**src/rtl/l2s_pkg.sv**
```systemverilog
// l2s_pkg: shared FSM type and constants for the letter2spike framebuffer scanner.
package l2s_pkg;

   typedef enum logic [1:0] {
      StIdle,
      StRead,
      StWait,
      StEmit
   } l2s_state_e;

   // Mid-gray level; subtracting it centres the current around zero.
   localparam logic [8:0]  GRAY_BIAS         = 9'd128;
   // Fibonacci taps 16,14,13,11 as bit positions 15,13,12,10.
   localparam logic [15:0] LFSR_TAPS         = 16'hB400;
   localparam logic [15:0] LFSR_DEFAULT_SEED = 16'hACE1;

   // All-zero is the LFSR lock-up state, so substitute a legal one.
   function automatic logic [15:0] lfsr_fix_seed(input logic [15:0] seed);
      return (seed == 16'h0000) ? 16'h0001 : seed;
   endfunction

endpackage

```
**src/rtl/l2s_lfsr16.sv**
```systemverilog
// l2s_lfsr16: 16-bit Fibonacci LFSR that steps only when adv is high.
module l2s_lfsr16
   import l2s_pkg::*;
(
   input  logic        clk,
   input  logic        rst_n,
   input  logic [15:0] seed,
   input  logic        adv,
   output logic [15:0] q
);

   logic [15:0] q_q, q_d;

   // Next state: shift left, feed back the parity of the tapped bits.
   always_comb begin
      q_d = q_q;
      if (adv) begin
         q_d = {q_q[14:0], ^(q_q & LFSR_TAPS)};
      end
   end

   // State register; reset reloads the (zero-protected) seed.
   always_ff @(posedge clk) begin
      if (!rst_n) begin
         q_q <= lfsr_fix_seed(seed);
      end else begin
         q_q <= q_d;
      end
   end

   assign q = q_q;

endmodule

```
**src/rtl/letter2spike.sv**
```systemverilog
// letter2spike: scans an 8-bit grayscale framebuffer one neuron per record and emits a
// rate-coded spike bit plus a signed fixed-point input current for each neuron.
// Define L2S_THRESHOLD_MODE_EN to replace the LFSR rate code with spike = (gray >= 128);
// the LFSR is then not instantiated.
// WIDTH must be at least 9 and FRAC at least 4.
module letter2spike
   import l2s_pkg::*;
#(
   parameter int unsigned WIDTH             = 32,
   parameter int unsigned FRAC              = 16,
   parameter int unsigned NEURON_ADDR_WIDTH = 8,
   parameter int unsigned NUM_NEURONS       = 256,
   parameter logic [15:0] LFSR_SEED         = LFSR_DEFAULT_SEED
) (
   input  logic                         clk,
   input  logic                         rst_n,
   input  logic                         start,
   output logic                         busy,
   output logic                         done,
   output logic                         fb_re,
   output logic [NEURON_ADDR_WIDTH-1:0] fb_addr,
   input  logic [7:0]                   fb_rdata,
   output logic                         out_valid,
   input  logic                         out_ready,
   output logic                         spike_valid,
   output logic [NEURON_ADDR_WIDTH-1:0] neuron_idx,
   output logic [WIDTH-1:0]             i_out,
   output logic [15:0]                  ts_count
);

   localparam logic [NEURON_ADDR_WIDTH-1:0] LAST_ADDR = NEURON_ADDR_WIDTH'(NUM_NEURONS - 1);

   l2s_state_e                   state_q, state_d;
   logic [NEURON_ADDR_WIDTH-1:0] addr_q, addr_d;
   logic [NEURON_ADDR_WIDTH-1:0] idx_q;
   logic                         done_q, done_d;
   logic                         spike_q, spike_d;
   logic [WIDTH-1:0]             cur_q, cur_d;
   logic [15:0]                  ts_q, ts_d;
   logic                         load_rec;
   logic [8:0]                   centered;

`ifdef L2S_THRESHOLD_MODE_EN
   // Deterministic spike: upper half of the gray range fires.
   always_comb begin
      spike_d = (fb_rdata >= 8'd128);
   end
`else
   logic [15:0] lfsr_q;
   logic        lfsr_adv;
   logic        unused_lfsr_hi;

   // Advance once per accepted record so the sequence is independent of stalls.
   assign lfsr_adv       = (state_q == StEmit) & out_ready;
   // Only the low byte feeds the comparison.
   assign unused_lfsr_hi = ^lfsr_q[15:8];

   l2s_lfsr16 u_lfsr (
      .clk   (clk),
      .rst_n (rst_n),
      .seed  (LFSR_SEED),
      .adv   (lfsr_adv),
      .q     (lfsr_q)
   );

   // Stochastic spike: probability tracks gray level; full white always fires.
   always_comb begin
      spike_d = (fb_rdata == 8'hFF) | (fb_rdata > lfsr_q[7:0]);
   end
`endif

   // Current: (gray - 128) as signed 9-bit, sign-extended, scaled by 2^(FRAC-4).
   always_comb begin
      centered = {1'b0, fb_rdata} - GRAY_BIAS;
      cur_d    = {{(WIDTH - 9){centered[8]}}, centered} << (FRAC - 4);
   end

   // Next-state logic for the scan FSM.
   always_comb begin
      state_d  = state_q;
      addr_d   = addr_q;
      done_d   = 1'b0;
      ts_d     = ts_q;
      load_rec = 1'b0;
      unique case (state_q)
         StIdle: begin
            // done_q marks the cycle right after the last handshake; start is ignored there.
            if (start && !done_q) begin
               addr_d  = '0;
               state_d = StRead;
            end
         end
         StRead: begin
            state_d = StWait;
         end
         StWait: begin
            load_rec = 1'b1;
            state_d  = StEmit;
         end
         StEmit: begin
            if (out_ready) begin
               if (addr_q == LAST_ADDR) begin
                  done_d  = 1'b1;
                  ts_d    = ts_q + 16'd1;
                  state_d = StIdle;
               end else begin
                  addr_d  = addr_q + 1'b1;
                  state_d = StRead;
               end
            end
         end
         default: begin
            state_d = StIdle;
         end
      endcase
   end

   // State and record registers with synchronous active-low reset.
   always_ff @(posedge clk) begin
      if (!rst_n) begin
         state_q <= StIdle;
         addr_q  <= '0;
         done_q  <= 1'b0;
         ts_q    <= '0;
         idx_q   <= '0;
         spike_q <= 1'b0;
         cur_q   <= '0;
      end else begin
         state_q <= state_d;
         addr_q  <= addr_d;
         done_q  <= done_d;
         ts_q    <= ts_d;
         if (load_rec) begin
            idx_q   <= addr_q;
            spike_q <= spike_d;
            cur_q   <= cur_d;
         end
      end
   end

   assign busy        = (state_q != StIdle);
   assign fb_re       = (state_q == StRead);
   assign out_valid   = (state_q == StEmit);
   assign fb_addr     = addr_q;
   assign done        = done_q;
   assign spike_valid = spike_q;
   assign neuron_idx  = idx_q;
   assign i_out       = cur_q;
   assign ts_count    = ts_q;

endmodule
```
**config.mk**
```make
export PLATFORM = sky130hd
export DESIGN_NAME = letter2spike
export DESIGN_NICKNAME = d
export VERILOG_FILES = /design/src/rtl/l2s_pkg.sv /design/src/rtl/l2s_lfsr16.sv /design/src/rtl/letter2spike.sv
export SDC_FILE = /design/constraint.sdc
export NUM_CORES = 1
export LEC_CHECK = 0
export BUFFER_PORTS_ARGS = -buffer_cell sky130_fd_sc_hd__clkbuf_2
export CORE_UTILIZATION = 28
export CTS_BUF_LIST = sky130_fd_sc_hd__clkbuf_8
export DETAILED_ROUTE_END_ITERATION = 8
export PLACE_DENSITY = 0.45
export SLEW_MARGIN = 20
export SYNTH_ARGS = -nofsm -noshare
export SYNTH_HDL_FRONTEND = slang
export SYNTH_HIERARCHICAL = 1
export SYNTH_SLANG_ARGS = --single-unit
```
**constraint.sdc**
```tcl
create_clock -name clk -period 4.08 [get_ports clk]
set_clock_uncertainty 0.05 [all_clocks]
set_input_delay 0.816 -clock clk [delete_from_list [all_inputs] [get_ports clk]]
set_output_delay 0.816 -clock clk [all_outputs]
set_load 0.005 [all_outputs]
```
Word-level counts from Yosys, hierarchy flattened. Cells that the tools add are included.

Register bits after elaboration: 61. Bits of input ports: 12.

Add/sub/neg operators: 3. Magnitude comparators: 1. Equality and inequality tests: 8. Multiplexer cells: 10. Bitwise logic cells: 2. Reduce and logical (&&, ||, !) cells: 10.

Operators by type and width (number): $mux W8 (3); $add A16 B1 Y16 const B (1); $eq A8 B8 Y1 const B (2); $pmux W8 S2 (1); $reduce_xor A16 Y1 (1); $sub A8 B8 Y9 const B (1); $add A8 B1 Y8 const B (1); $gt A8 B8 Y1 (1); $pmux W2 S4 (1); $reduce_and A3 Y1 (2); $eq A2 B2 Y1 const B (2); $mux W2 (2); $ne A2 B2 Y1 const B (2); $reduce_and A4 Y1 (1); $reduce_bool A2 Y1 (2); $mux W1 (3); $eq A2 B1 Y1 const B (1); $logic_not A2 Y1 (1); $ne A2 B1 Y1 const B (1); $reduce_and A2 Y1 (1); $and A1 B1 Y1 (1); $logic_and A1 B1 Y1 (1); $logic_not A1 Y1 (1); $or A1 B1 Y1 (1).

Logic depth before layout (Yosys ltp). Gate-level depths: netlist (run 1).

Depth in word-level cells: 4. Mapped depth: 7. Gate-level depth less buffers: 6.

By module. Netlist (run 1), hierarchy kept.

Modules (own cells, without submodules): letter2spike (times used 1, cells an instance 285, area an instance 2444.8 µm², sequential area each 880.8 µm²); l2s_lfsr16 (times used 1, cells an instance 44, area an instance 747.0 µm², sequential area each 480.5 µm²).

Least setup slack after synthesis (run 1). OpenSTA, ideal clock, no wires.

Path kind: in2reg. From: in out_ready. To: reg ts_q[11], in the netlist ts_count[11]. Data arrival time: 2.113 ns. Required time: 3.960 ns. Path slack: 1.846 ns. Cell stages on the path: 4. Cells stage by stage: nand2_1 -> or4_4 -> or4_1 -> a21oi_1.

Longest elaborated chain between the ends: 1.

RTL lines: start: declaration (line letter2spike.sv:24) `input logic out_ready,`; $reduce_and A3 Y1 (no line); end signal: assignment (line letter2spike.sv:132) `ts_q <= ts_d;`; end: declaration (line letter2spike.sv:39) `logic [15:0] ts_q, ts_d;`.

Every way passes these cells. A chain may end at the register's enable or synchronous reset.

Worst setup path in the final report (run 1).
From: reg state_q[1]. To: reg ts_q[15], in the netlist ts_count[15].

Longest elaborated chain between the ends: 2.

RTL lines: start: declaration (line letter2spike.sv:33) `l2s_state_e state_q, state_d;`; start signal: assignment (line letter2spike.sv:121) `state_q <= StIdle;`; start signal: assignment (line letter2spike.sv:129) `state_q <= state_d;`; $eq A2 B2 Y1 (line letter2spike.sv:85) `unique case (state_q)`; $reduce_and A3 Y1 (no line).

Every way passes these cells.

==> flow_summary.toml, run 1 <==
[place]
io_buffers = 68
gp_congestion = 0.7739
dp_hpwl_microns = 5011

[drt]
via_count = 2573
wl_per_cell_microns = 12.74
drt_iter0_markers = 88
drtAntennaViolNets = 0
drt-pass1-iter-count = 6
wirelength_microns = 7135
drc = 0
viasPerCell = 4.595

[finish]
multi_input_area_sq_um = 1675
drive_above_1_share_pct = 24.29
nets = 442
nFillCells = 1160
syn_to_final_growth_pct = 19.44
diodes = 0
final-seq-area_sq_um = 1361

[clock_tree]
tritoncts = "done"
cts_buffers = 9
cts_setup_buffers = 0
cts_max_level = 3
hold_buffers = 0
clk_latency_ps = 340
clock_sinks = 60
post_cts_resized = 0
cts_root_buf = "clkbuf_8"
clockBufferDepth = 2
clkTransAtPathRegs_ps = 60

[global_route]
grt_max_degree = 37
grt.overflow.total = 0
grt_pass1_vias = 2440
grt_util_all_layers_pct = 12.88
grt_pass1_wl_microns = 11810
antenna_found_initial = 0

[floorplanning]
num_rows = 38
core_area_sq_um = 10980
die_x_microns = 108.8
dieArea_sq_um = 11830
die_h_microns = 108.8
start_util_pct = 29.06
io_pins = 81

[worst_setup_path]
cp_max_fo = 13
worstRegToRegCells = 5
endpoint_kind = "flop"
cp_data_arrival_time_ps = 2830
critPathLaunchType = "flop"
cp_data_required_time_ps = 4300
crit_type = "flop to flop"

[timing]
drv_slew = 0
hold_viol = 0
min_period_over_period_pct = 63.90
worstMarginPinSlew_ps = 836.7
rsz0062_at_grt = "false"
fmax_ghz = 0.3836
fin_crit_ps = 2607
slew_headroom_pct = 44.22
finalSetupViolCount = 0
setup_tns_ps = 0

[power_and_ir_drop]
p_leak_uw = 0.001594
switchingPower_uw = 482.6
p_per_area_nw_per_um2 = 417.0
clkPwrFrac_pct = 31.0
sw_frac_of_total_pct = 30.35
p_total_uw = 1590
internal_power_uw = 1107
pwr-share-comb_pct = 24.3
ir_worst_vdd_mv = 0.2072
sequentialPowerShare_pct = 44.7

[yosys]
synthMostInstantiatedCell = "dfxtp_1"
yosys-top-cells-area = "dfxtp_1, edfxtp_1, ha_1"
synthArstFlopShare_pct = 0
syn_area_sq_um = 3192
synth-edff-count = 16
ys_types = 48
ys_dominant_reg_cell = "dfxtp_1"
synth_top_area_cell = "dfxtp_1"
synthTopCellsByCount = "dfxtp_1, nor2_1, buf_4"
synth.avg_cell_area_sq_um = 9.702
ys_seq_area_share_pct = 42.65
synth_top_area_share_pct = 27.60
ys_ff_latch = 60
yosys_warnings = 6
postSynthCellCount = 329

[worst_hold_path]
min-delay-path-class = "flop to flop"
holdPathStages = 2

[outcome]
outcome = "complete, no violations"

[job]
maxCapViolations = 0
[critical path, stage by stage (launching register included)]
cell	delay, ps
dfxtp_1	400
ha_1	470
nand2_1	260
or4_4	680
or4_1	520
a21oi_1	150
[sequential cells by signal (all words and copies together) (netlist names)]
register,count
state_q,2
fb_addr,8
u_lfsr/q,16
ts_count,16
i_out,8
done,1
spike_valid,1
neuron_idx,8
[cells by family (layout without fill, tap and decap cells)]
logic type	count (synthesis)	count (layout)	share of synthesized area, %
AO/OA/AOI/OAI	49	49	9.722
XOR/XNOR	6	6	1.646
adder cells (fa/ha/maj)	15	15	5.880
buffers and inverters	53	102	9.800
flip-flops	60	60	42.65
multiplexers	33	33	10.94
other	2	44	0.2353
AND/OR/NAND/NOR	111	111	19.13
[through the flow]
step / instances / utilization (%) / cell area (sq um) / setup WS [ps] / hold slack, ps
final: 560 / 34.71 / 3812 / 1473 / 438.9
after global routing: 560 / 34.71 / 3812 / 1285 / 462.9
after CTS: 560 / 34.71 / 3812 / 1476 / 442.6
after detailed placement: 544 / 33.06 / 3631 / 1494 / 433.1
after global placement: 544 / 33.06 / 3631 / 1568 / 425.0
after floorplan: 371 / - / 3349 / 1846 / 418.2
[worst paths after layout]
| path | slack, ps | start | end |
|---|---|---|---|
| worst min register to register | 440 | ts_count[15]$_SDFFE_PN0P_ | ts_count[15]$_SDFFE_PN0P_ |
| worst max register to register | 1470 | state_q[1]$_SDFFE_PN0P_ | ts_count[15]$_SDFFE_PN0P_ |
| worst max-delay path | 1470 | state_q[1]$_SDFFE_PN0P_ | ts_count[15]$_SDFFE_PN0P_ |
| worst min-delay path | 440 | ts_count[15]$_SDFFE_PN0P_ | ts_count[15]$_SDFFE_PN0P_ |
[routing by layer]
| metal | global-route usage (%) | wire, microns | vias up |
|---|---|---|---|
| met5 | 0 | 0 | - |
| met4 | 4.633 | 96 | 0 |
| met3 | 3.646 | 275 | 9 |
| met2 | 20.61 | 3385 | 45 |
| met1 | 16.50 | 3378 | 1206 |
| li1 | - | - | 1313 |
[cell type report]
cell class | count | share of cell area [%]
multi-input combinational | 258 | 43.94
sequential | 60 | 35.71
timing repair buffer | 71 | 9.518
tap | 140 | 4.595
clock buffer | 12 | 4.332
inverter | 15 | 1.477
clock inverter | 4 | 0.4266
[power by group through the flow]
stage	clock network [uW]	registers, uW	logic (uW)
2_1_floorplan	0	717	314
3_3_place_gp	0	722	392
3_5_place_dp	0	725	390
4_1_cts	516	712	393
5_1_grt	537	719	434
6_report	494	710	386
[placed cells by master, fill, tap and decap left out, types with 2 or more instances in the layout]
| cell | n |
|---|---|
| nand4_1 | 14 |
| conb_1 | 44 |
| mux2i_1 | 18 |
| o31ai_1 | 6 |
| a21oi_1 | 17 |
| or4_1 | 9 |
| nor2b_1 | 2 |
| o21ai_0 | 7 |
| or3_1 | 5 |
| nor2_1 | 25 |
| inv_1 | 18 |
| xor2_1 | 4 |
| nand3_1 | 10 |
| ha_1 | 15 |
| o211ai_1 | 7 |
| clkbuf_8 | 12 |
| nand4b_1 | 4 |
| edfxtp_1 | 16 |
| and4_1 | 5 |
| buf_4 | 3 |
| clkbuf_2 | 68 |
| nor3_1 | 4 |
| dfxtp_1 | 44 |
| xnor2_1 | 2 |
| nand2_1 | 20 |
| nand2b_1 | 3 |
| mux2_2 | 15 |
| nor4_1 | 4 |
Power figures use the tool's default switching activity.
==> inputs of run 2 (changes only) <==
Clock period 4.08 ns to 2.4 ns, I/O delays scaled along.
==> run 2 against run 1 <==
Against the previous run:
- die area unchanged
- final cell count rose by 1.8%
- clock-buffer cell count down 1
- sequential cell count did not move
- wire length increased by 3.0%
- sequential power rose by 70%
- hold slack worse by 130 ps
- clock power rose by 89%
- global-route usage rose by 0.49 points
- combinational power increased by 77%
- highest routed layer unchanged
==> flow_summary.toml, run 2 (synthesis results as in run 1) <==
[floorplanning]
dieArea_sq_um = 11830
die_h_microns = 108.8
num_rows = 38
die_x_microns = 108.8
io_pins = 81
core_area_sq_um = 10980
start_util_pct = 29.06

[timing]
slew_headroom_pct = 61.32
setup_ws_ps = 202.4
fmax_ghz = 0.4550
worstMarginPinSlew_ps = 576.3
rsz0062_at_grt = "false"
finalSetupViolCount = 0
hold_viol = 0
drv_slew = 0
min_period_over_period_pct = 91.57
fin_crit_ps = 2198
setup_tns_ps = 0

[worst_setup_path]
endpoint_kind = "flop"
cp_data_required_time_ps = 2630
max_stage_delay_ps = 670
cp_cell_sequence = "ha_1 -> nand2_1 -> or4_4 -> or4_1 -> a21oi_1"
crit_path_start = "state_q[1]$_SDFFE_PN0P_"
cp_max_fo = 13
endpoint = "ts_count[11]$_SDFFE_PN0P_"
cp_data_arrival_time_ps = 2430
cp.depth = 5
crit_buf_inv = 0
cpMaxStageDelayCell = "or4_4"
critical-path-top-delay-family = "simple AND/OR/NAND/NOR gates"
crit_type = "flop to flop"
rrSetupSlack_ps = 200
r2r-end = "ts_count[11]$_SDFFE_PN0P_"
critPathLaunchType = "flop"
crit-reg2reg-launch = "state_q[1]$_SDFFE_PN0P_"
worstRegToRegCells = 5

[clock_tree]
clkTransAtPathRegs_ps = 70
cts_max_level = 3
cts_buffers = 9
hold_buffers = 0
clockBufferDepth = 2
cts_setup_buffers = 0
tritoncts = "done"
clk_latency_ps = 350
clock_sinks = 60
cts_root_buf = "clkbuf_8"

[drt]
drc = 0
wl_met3_microns = 309
top_layer_used = "met4"
via_count = 2609
drtAntennaViolNets = 0
drt_iter0_markers = 100
viasPerCell = 4.577
drt-pass1-iter-count = 4
routed-wl-met2_microns = 3442
wl_per_cell_microns = 12.90
wirelength_microns = 7351
drt-met1-wl_microns = 3510

[global_route]
grt_pass1_wl_microns = 12170
grt_util_all_layers_pct = 13.37
grt_pass1_vias = 2431
grt_max_degree = 27
grt.overflow.total = 0
antenna_found_initial = 0

[power_and_ir_drop]
sw_frac_of_total_pct = 30.06
clkPwrFrac_pct = 33.1
p_leak_uw = 0.001648
sequentialPowerShare_pct = 42.7
ir_worst_vdd_mv = 0.2908
p_per_area_nw_per_um2 = 722.8
internal_power_uw = 1977
switchingPower_uw = 849.8
pwr-share-comb_pct = 24.2

[place]
gp_congestion = 0.7850
dp_hpwl_microns = 5403
pre_cts_ws_ps = 163.0
io_buffers = 68

[finish]
mostFrequentLayoutCells = "clkbuf_2, conb_1, dfxtp_1"
syn_to_final_growth_pct = 22.54
nFillCells = 1147
mostFrequentLayoutCell = "clkbuf_2"
drive_above_1_share_pct = 26.98
nets = 452
multi_input_area_sq_um = 1675
final-seq-area_sq_um = 1364
diodes = 0

[worst_hold_path]
min-delay-path-class = "input pin to flop"
holdPathStages = 2

[job]
maxCapViolations = 0

[outcome]
outcome = "complete, no violations"
==> run 2: cell count changes in the layout (fill, tap and decap cells not counted) <==
cell        delta
dfxtp_2        +2
clkinvlp_4     +1
dfxtp_1        -2
clkinv_2       +1
clkbuf_8       -1
buf_4         +10
bufinv_16      +1
inv_1          -2
==> run 2: timing repair <==
action | in CTS | in global routing
endpoints found under the hold margin | 0 | 0
setup endpoints to repair | 0 | 2
gates resized for setup | 0 | 2
==> run 2: layer usage <==
| layer | vias up | track usage (%) |
|---|---|---|
| met3 | 9 | 4.244 |
| met5 | - | 0 |
| met1 | 1223 | 17.08 |
| met2 | 53 | 21.25 |
| met4 | 0 | 4.440 |
| li1 | 1324 | - |
==> run 2: cell type report <==
cell class	count	share of cell area, %
sequential	60	34.87
clock buffer	11	3.871
clock inverter	5	1.312
inverter	15	1.440
multi-input combinational	258	42.83
tap	140	4.479
timing repair buffer	81	11.20
==> run 2: worst min-delay path by stage <==
stage                                          start                    endpoint  slack, ps
final                                    fb_rdata[7]      i_out[19]$_SDFFE_PN0N_        310
after floorplan            ts_count[15]$_SDFFE_PN0P_   ts_count[15]$_SDFFE_PN0P_        420
after detailed placement  neuron_idx[2]$_SDFFE_PN0N_  neuron_idx[2]$_SDFFE_PN0N_        430
after global placement    neuron_idx[2]$_SDFFE_PN0N_  neuron_idx[2]$_SDFFE_PN0N_        430
after CTS                                fb_rdata[7]      i_out[19]$_SDFFE_PN0N_        290
after global routing                     fb_rdata[7]      i_out[19]$_SDFFE_PN0N_        300
==> run 2: per-stage QoR <==
stage	hold slack, ps	power [uW]	instance area [sq um]	cells	utilization [%]
after floorplan	418.2	1754	3349	371	-
after global placement	425.3	1919	3706	554	33.74
after detailed placement	428.5	1926	3706	554	33.74
after CTS	293.6	2880	3909	570	35.59
after global routing	301.6	3013	3911	570	35.61
final	311.4	2827	3911	570	35.61
==> run 2: power by group through the flow <==
stage	logic, uW	registers (uW)	clock network [uW]
final	683	1210	936
after global routing	779	1220	1010
after CTS	696	1210	976
after detailed placement	695	1230	0
after global placement	694	1220	0
after floorplan	535	1220	0
==> inputs of run 3 (changes only) <==
Settings changed: CELL_PAD_IN_SITES_DETAIL_PLACEMENT set to 1, CELL_PAD_IN_SITES_GLOBAL_PLACEMENT set to 2, PLACE_DENSITY 0.45 to 0.7.
Clock period 2.4 ns to 1.8 ns, I/O delays scaled along.
==> run 3 against run 2 <==
Against the previous run:
- final area increased by 9.2%
- wire length increased by 15%
- final cell count increased by 6.5%
- combinational power increased by 65%
- worst setup slack got worse by 250 ps
- the run now ends with negative setup slack left
- hold slack got worse by 120 ps
- global-route usage increased by 1.8 points
==> flow_summary.toml, run 3 (synthesis results as in run 1) <==
[global_route]
grt.overflow.total = 0
grt.busiest_layer = "met2"
grt_max_degree = 17
gr-usage-met2_pct = 25.14
antenna_found_initial = 0
grtUsageMet1_pct = 19.09
grt_util_met3_pct = 3.467
grt_pass1_wl_microns = 13680
grt_pass1_vias = 2789
grt_util_all_layers_pct = 15.17

[drt]
drt-pass1-iter-count = 4
wirelength_microns = 8423
wl_per_cell_microns = 13.88
via_count = 2814
drtAntennaViolNets = 0
drt_iter0_markers = 92
drc = 0
viasPerCell = 4.636

[power_and_ir_drop]
switchingPower_uw = 1181
clkPwrFrac_pct = 29.1
p_leak_uw = 0.001836
p_total_uw = 3875
p_per_area_nw_per_um2 = 907.3
ir_worst_vdd_mv = 0.5353
sequentialPowerShare_pct = 41.6
pwr-share-comb_pct = 29.2
internal_power_uw = 2694
sw_frac_of_total_pct = 30.47

[clock_tree]
clkTransAtPathRegs_ps = 70
cts_max_level = 3
clockBufferDepth = 2
clk_latency_ps = 340
clock_sinks = 60
cts_root_buf = "clkbuf_8"
cts_buffers = 9
tritoncts = "done"

[place]
place_area_sq_um = 4009
io_buffers = 68
gp_congestion = 0.7230
dp_hpwl_microns = 6325

[timing]
setup_ws_ps = -49.23
fin_crit_ps = 1849
min_period_over_period_pct = 102.7
hold_viol = 0
finalSetupViolCount = 9
fmax_ghz = 0.5408
rsz0062_at_grt = "true"
drv_slew = 0

[finish]
diodes = 0
stdcell_area_sq_um = 4270
mostFrequentLayoutCells = "clkbuf_2, buf_4, conb_1"
syn_to_final_growth_pct = 33.79
fin_util_pct = 38.88
nFillCells = 1335
mostFrequentLayoutCell = "clkbuf_2"
nets = 490
drive_above_1_share_pct = 35.76

[worst_setup_path]
cp_max_fo = 6
critPathLaunchType = "flop"
crit_type = "flop to flop"
cp_data_arrival_time_ps = 2080
cp_data_required_time_ps = 2030
endpoint_kind = "flop"

[outcome]
failed_checks = "negative setup slack"
outcome = "complete, but fails checks"

[worst_hold_path]
min-delay-path-class = "input pin to flop"

[floorplanning]
die_x_microns = 108.8
dieArea_sq_um = 11830
num_rows = 38
start_util_pct = 29.06
io_pins = 81
die_h_microns = 108.8
core_area_sq_um = 10980

[job]
maxCapViolations = 0
[run 3: cell types whose count changed in the layout (fill, tap and decap cells not counted), moves of 3 or more]
| cell | previous run | this run |
|---|---|---|
| buf_4 | 13 | 48 |
| buf_6 | 0 | 3 |
| clkinv_1 | 0 | 3 |
| dfxtp_1 | 42 | 37 |
| dfxtp_4 | 0 | 3 |
| ha_1 | 15 | 10 |
| ha_4 | 0 | 3 |
[run 3: final cells by class]
class                           count  area, sq um  share of cell area, %
Timing Repair Buffer              119        734.5                  17.20
Tap cell                          140        175.2                  4.102
Sequential cell                    60         1378                  32.26
Multi-Input combinational cell    258         1754                  41.08
Inverter                           15        56.30                  1.318
Clock inverter                      6        48.80                  1.143
Clock buffer                        9        123.9                  2.901
[run 3: per-stage QoR]
step           hold slack, ps  worst slack [ps]  instances  setup TNS (ps)
3_3_place_gp            423.3            -111.4        587          -286.7
2_1_floorplan           409.7            -61.65        371          -249.5
3_5_place_dp            431.2            -115.8        587          -453.2
6_report                194.4            -49.23        607          -195.3
4_1_cts                 166.9            -60.14        606          -298.4
5_1_grt                 191.1            -125.6        607          -934.8
[run 3: worst max-delay path: stages (launching register included)]
cell and delay [ps]:
dfxtp_2 350, ha_4 150, nand2_4 50, or4_4 560
buf_4 160, or3_1 340, a21oi_1 130
[run 3: path summary, 6_finish.rpt]
check,slack [ps],endpoint,startpoint,depth (start not counted)
min reg2reg,440,ts_count[15]$_SDFFE_PN0P_,ts_count[15]$_SDFFE_PN0P_,2
min,190,i_out[19]$_SDFFE_PN0N_,fb_rdata[7],2
max,-50,ts_count[9]$_SDFFE_PN0P_,state_q[0]$_SDFFE_PN0P_,6
max reg2reg,-50,ts_count[9]$_SDFFE_PN0P_,state_q[0]$_SDFFE_PN0P_,6
[run 3: routing by layer]
metal	routed length, microns	vias to the layer above
met1	4019	1353
met2	3997	52
met5	0	-
met3	312	8
met4	93	0
li1	-	1401
[run 3: power by group through the flow]
stage                     Clock, uW  Sequential (uW)  Combinational [uW]
final                          1130             1610                1130
after global routing           1220             1630                1250
after CTS                      1190             1620                1110
after detailed placement          0             1650                1100
after global placement            0             1640                1080
after floorplan                   0             1640                 723
[run 3: what timing repair did]
item,in CTS,in global routing
hold buffers,0,0
pin swaps,7,2
setup buffers,4,1
gates resized for setup,3,9
endpoints found under the setup margin,9,20
